**src/rtl/data_mem_arbiter.sv**
```systemverilog
// Data memory arbiter: shares the single-port data memory between the CPU MEM
// stage and the NoC network interface. The CPU has priority. A saturating
// starvation counter lets a waiting NI win once it has waited STARVE_LIMIT cycles.
module data_mem_arbiter #(
  parameter int STARVE_LIMIT = 4,
  parameter int CNT_W        = 4
) (
  input  logic        CLK,
  input  logic        RESET,
  input  logic [3:0]  MEM_DATA_MEM_READ,
  input  logic [2:0]  MEM_DATA_MEM_WRITE,
  input  logic [31:0] MEM_ALU_OUT,
  input  logic [31:0] MEM_WRITE_DATA,
  output logic [31:0] MEM_READ_DATA,
  output logic        MEM_STALL,
  input  logic        NI_REQ,
  input  logic        NI_WE,
  input  logic [31:0] NI_ADDR,
  input  logic [31:0] NI_WDATA,
  output logic [31:0] NI_RDATA,
  output logic        NI_DONE,
  output logic [3:0]  DM_READ,
  output logic [2:0]  DM_WRITE,
  output logic [31:0] DM_ADDR,
  output logic [31:0] DM_WDATA,
  input  logic [31:0] DM_RDATA,
  input  logic        DM_BUSYWAIT
);

  typedef enum logic [1:0] {IDLE, CPU_ACC, NI_ACC} state_e;

  state_e           state_q, state_d;
  logic [CNT_W-1:0] cnt_q, cnt_d;
  logic             ni_we_q, ni_we_d;
  logic [31:0]      ni_addr_q, ni_addr_d;
  logic [31:0]      ni_wdata_q, ni_wdata_d;

  logic cpu_req;
  logic cnt_sat;

  assign cpu_req = MEM_DATA_MEM_READ[3] | MEM_DATA_MEM_WRITE[2];
  assign cnt_sat = (cnt_q == CNT_W'(STARVE_LIMIT));

  // State, starvation counter and NI request latches.
  always_ff @(posedge CLK or negedge RESET) begin
    if (!RESET) begin
      state_q    <= IDLE;
      cnt_q      <= '0;
      ni_we_q    <= 1'b0;
      ni_addr_q  <= '0;
      ni_wdata_q <= '0;
    end else begin
      state_q    <= state_d;
      cnt_q      <= cnt_d;
      ni_we_q    <= ni_we_d;
      ni_addr_q  <= ni_addr_d;
      ni_wdata_q <= ni_wdata_d;
    end
  end

  // Next-state: grant from IDLE only; an access ends on the first non-busy edge.
  always_comb begin
    state_d    = state_q;
    cnt_d      = cnt_q;
    ni_we_d    = ni_we_q;
    ni_addr_d  = ni_addr_q;
    ni_wdata_d = ni_wdata_q;
    // NI waiting (anything but being served) ages the counter up to the limit.
    if (NI_REQ && (state_q != NI_ACC) && !cnt_sat)
      cnt_d = cnt_q + CNT_W'(1);
    case (state_q)
      IDLE: begin
        if (NI_REQ && (!cpu_req || cnt_sat)) begin
          state_d    = NI_ACC;
          ni_we_d    = NI_WE;
          ni_addr_d  = NI_ADDR;
          ni_wdata_d = NI_WDATA;
          cnt_d      = '0;   // grant clears, overriding the increment above
        end else if (cpu_req) begin
          state_d = CPU_ACC;
        end
      end
      CPU_ACC: if (!DM_BUSYWAIT) state_d = IDLE;
      NI_ACC:  if (!DM_BUSYWAIT) state_d = IDLE;
      default: state_d = IDLE;
    endcase
  end

  // Output mux. Everything is held at 0 while reset is asserted, so an
  // abandoned access drops its memory controls immediately.
  always_comb begin
    DM_READ       = '0;
    DM_WRITE      = '0;
    DM_ADDR       = '0;
    DM_WDATA      = '0;
    MEM_STALL     = 1'b0;
    MEM_READ_DATA = '0;
    NI_RDATA      = '0;
    NI_DONE       = 1'b0;
    if (RESET) begin
      case (state_q)
        CPU_ACC: begin
          // Live CPU controls; the stall keeps them stable until completion.
          DM_READ  = MEM_DATA_MEM_READ;
          DM_WRITE = MEM_DATA_MEM_WRITE;
          DM_ADDR  = MEM_ALU_OUT;
          DM_WDATA = MEM_WRITE_DATA;
        end
        NI_ACC: begin
          DM_READ  = ni_we_q ? 4'b0000 : 4'b1010;
          DM_WRITE = ni_we_q ? 3'b110  : 3'b000;
          DM_ADDR  = ni_addr_q;
          DM_WDATA = ni_wdata_q;
        end
        default: ;
      endcase
      MEM_STALL     = cpu_req & !((state_q == CPU_ACC) & !DM_BUSYWAIT);
      MEM_READ_DATA = DM_RDATA;
      NI_RDATA      = DM_RDATA;
      NI_DONE       = (state_q == NI_ACC) & !DM_BUSYWAIT;
    end
  end

endmodule

```
**config.mk**
```make
export PLATFORM = sky130hd
export DESIGN_NAME = data_mem_arbiter
export DESIGN_NICKNAME = d
export VERILOG_FILES = /design/src/rtl/data_mem_arbiter.sv
export SDC_FILE = /design/constraint.sdc
export NUM_CORES = 1
export LEC_CHECK = 0
export ABC_AREA = 1
export BUFFER_PORTS_ARGS = -buffer_cell sky130_fd_sc_hd__buf_2
export CAP_MARGIN = 10
export CORE_AREA = 2 2 121 123
export CTS_BUF_LIST = sky130_fd_sc_hd__clkbuf_16
export CTS_CLUSTER_SIZE = 40
export DETAILED_ROUTE_END_ITERATION = 7
export DIE_AREA = 0 0 123 125
export PLACE_DENSITY_LB_ADDON = 0.1
export SYNTH_ARGS = -nofsm -noshare
export SYNTH_HDL_FRONTEND = slang
export SYNTH_SLANG_ARGS = --single-unit
```
**constraint.sdc**
```tcl
create_clock -name CLK -period 4.5 [get_ports CLK]
set_clock_uncertainty 0.2 [all_clocks]
set_input_delay 0 -clock CLK [delete_from_list [all_inputs] [get_ports CLK]]
set_output_delay 0 -clock CLK [all_outputs]
set_load 0.02 [all_outputs]
```
==> summary.txt <==
Routing
  – Pre-Repair DR Iteration Count: 4
  – Wire length after detailed routing: 15.5 mm
  – DR vias: 5092
  – Post-route ant nets: 0
  – DRC violations left: 0
  – Routed wire per std cell: 13.1 um
  – Via-per-instance ratio: 4.31
  – Violation count after the first detailed-route iteration: 239

STA
  – Summed negative setup slack over all endpoints: 0 ns
  – Endpoints failing hold: 0
  – Worst slew margin: 42.3%
  – Share of the clock period used by the worst path: 58.0%
  – RSZ-0062 raised after global routing: false
  – Final count of negative-setup-slack endpoints: 0
  – Max Freq: 383 MHz
  – Final min period: 2.61 ns
  – Transition at the pin with the smallest max-transition slack: 0.866 ns
  – Fin. max-slew vios: 0

Run
  – Total of max-cap violations: 0

Yosys
  – Cell type with the highest aggregate area in the netlist: dfrtp_1
  – Yosys warns: 0
  – Area share of the largest cell type after synthesis: 40.8%
  – Synth Instances: 668
  – Netlist area before placement: 4360 sq um
  – Number of distinct standard cells referenced by the synthesized netlist: 17
  – Sequential share of the synthesized area: 40.8%
  – Net count after synthesis: 845
  – Leading cell types by total area after synthesis: dfrtp_1, nand2_1, a21oi_1
  – Mean instance size in the synthesized netlist: 6.52 sq um
  – Flip-flop and latch count after synthesis: 71

Clock network
  – Max H-tree Level: 3
  – TritonCTS clock tree: done
  – Total number of clock tree sinks: 71
  – Clock root buffer: clkbuf_16
  – Clock buffers created by TritonCTS: 9
  – Post-CTS clock slew at the launch and capture registers of the worst setup and hold paths: 0.06 ns
  – Clock Latency Late Sink: 0.32 ns
  – Deepest clock path buffer count: 2

GRT
  – Leftover overflow at the end of global routing: 0
  – Global-route wire length before repair: 24.1 mm
  – Antenna violations before repair: 0
  – Met2 Resource Use GR: 37.3%
  – GRT Total Usage: 19.7%
  – Maximum number of pins on one net before global-route repair: 69
  – Number of global-route vias before repair: 4906
  – Met1 track demand over resource: 22.7%
  – Met3 GRT Util: 3.65%
  – Global route hottest layer: met2

Cells and area
  – Non-filler cells, final: 1181
  – Multi-input gate area in the final layout: 1950 sq um
  – Fraction of final layout cells sized beyond drive strength 1: 33.2%
  – Synth-to-Final Area Change: 53.9%
  – N_diodes: 0
  – Total area of sequential cells: 1780 sq um
  – Final-layout fill cell count: 1515
  – Final-stage net count: 1169

Placement
  – # placed instances: 1094
  – PortBufs: 308
  – Routability-driven placement congestion ratio: 0.728
  – HPWL Detailed: 11.0 mm

Floorplanning
  – Core region area: 14200 sq um
  – Width of the die: 123 um
  – Count of pins on the block boundary: 309
  – Starting utilization of the core area: 30.7%
  – Cell row count: 44
  – Die H: 125 um
  – Full die area: 15400 sq um

Worst setup path
  – Kind of start point of the critical path: flip-flop
  – CP Max Fanout: 44
  – Class of the most critical setup path: reg -> out
  – Crit path DAT: 2.41 ns
  – CP required: 4.30 ns
  – Critical path capture point type: primary output

Outcome
  – Result of the run: finished clean

Min path
  – Class of the tightest hold or removal check: in -> async

Power and ir drop
  – P_leak: 4.00 nW
  – Peak supply drop: 0.000215 V
  – Areal power density over the cells: 460 nW/um^2
placed cells by master (no fill, tap or decap), types with 3 or more instances in the layout:
cell type	count
clkbuf_16	9
clkinv_1	3
ha_1	3
dfrtp_1	71
dlygate4sd3_1	71
o21ai_0	4
buf_2	307
nand4_1	3
a21oi_1	70
inv_1	51
nor2_1	10
buf_4	7
nand2_1	377
sequential cells by signal (all words and copies together), names as in the netlist:
name,flops
cnt_q,4
ni_addr_q,32
ni_wdata_q,32
ni_we_q,1
state_q,2
power by group:
| part | switching [W] | internal (W) | leakage, nW |
|---|---|---|---|
| Clock | 0.000248 | 0.000363 | 0.134 |
| Sequential | 0.000177 | 0.000930 | 0.890 |
| Combinational | 0.000878 | 0.000486 | 2.98 |
kinds of logic (layout without fill, tap and decap cells):
| group | count (synthesis) | after routing | share of synthesized area (%) |
|---|---|---|---|
| AO/OA/AOI/OAI | 74 | 74 | 8.50 |
| adder cells (fa/ha/maj) | 5 | 5 | 1.44 |
| buffers and inverters | 122 | 451 | 14.6 |
| flip-flops | 71 | 71 | 40.8 |
| AND/OR/NAND/NOR | 396 | 396 | 34.7 |
synthesized netlist by cell type:
master	instances
inv_2	1
nor3_1	1
ha_1	5
dfrtp_1	71
nor2_1	10
buf_1	3
o21ai_0	4
nand4_1	3
nand3_2	2
buf_2	10
clkbuf_1	21
nand2_1	378
nand3_1	2
a21oi_1	70
inv_1	49
buf_6	6
buf_4	32
critical path, stage by stage, from the launching register on:
cell and delay (ns):
dfrtp_1 0.39, inv_1 0.09, ha_2 0.76, buf_4 0.39, nand2_1 0.10, a21oi_1 0.14
buf_2 0.19
through the flow:
stage	hold slack, ns	worst slack [ns]	cell area [sq um]	utilization, %	power (W)
5_1_grt	0.112	1.64	6700	47.2	0.00338
3_5_place_dp	-0.132	2.17	5730	40.4	0.00243
4_1_cts	0.0610	1.84	6700	47.2	0.00313
3_3_place_gp	-0.123	2.18	5730	40.4	0.00242
6_report	0.0674	1.89	6700	47.2	0.00308
2_1_floorplan	-0.496	2.78	4360	-	0.00203
timing repair:
action,4_1_cts,5_1_grt
gates resized for setup,0,0
setup buffers,0,0
hold buffers,71,0
hold endpoints to repair,88,0
layout make-up:
cell class              count  share of cell area (%)
well taps                 184                    3.43
inverters                  50                    2.80
repair buffers            385                    34.3
multi-input cells         475                    29.1
clock inverters             7                   0.485
clock buffers               9                    3.36
flip-flops and latches     71                    26.5
layer usage:
metal  vias up  share of wire, %  wire, um
li1       2630                 -         -
met1      2261                39      6060
met2       188                52      8130
met3        13               7.3      1130
met4         0               1.1       168
met5         -                 0         0
worst paths after layout:
path	cells after the start	slack, ns	to	startpoint
min in group CLK	4	0.11	DM_READ[0]	MEM_DATA_MEM_READ[0]
max in group asynchronous	3	2.92	ni_addr_q[14]$_DFFE_PN0P_	RESET
max	6	1.89	DM_ADDR[1]	state_q[0]$_DFFE_PN0P_
min	2	0.07	ni_addr_q[24]$_DFFE_PN0P_	RESET
max reg2reg	8	1.91	state_q[1]$_DFFE_PN0P_	cnt_q[0]$_DFF_PN0_
min reg2reg	2	0.28	ni_addr_q[27]$_DFFE_PN0P_	ni_addr_q[27]$_DFFE_PN0P_
Note: power is estimated with default switching activity, not from simulation.
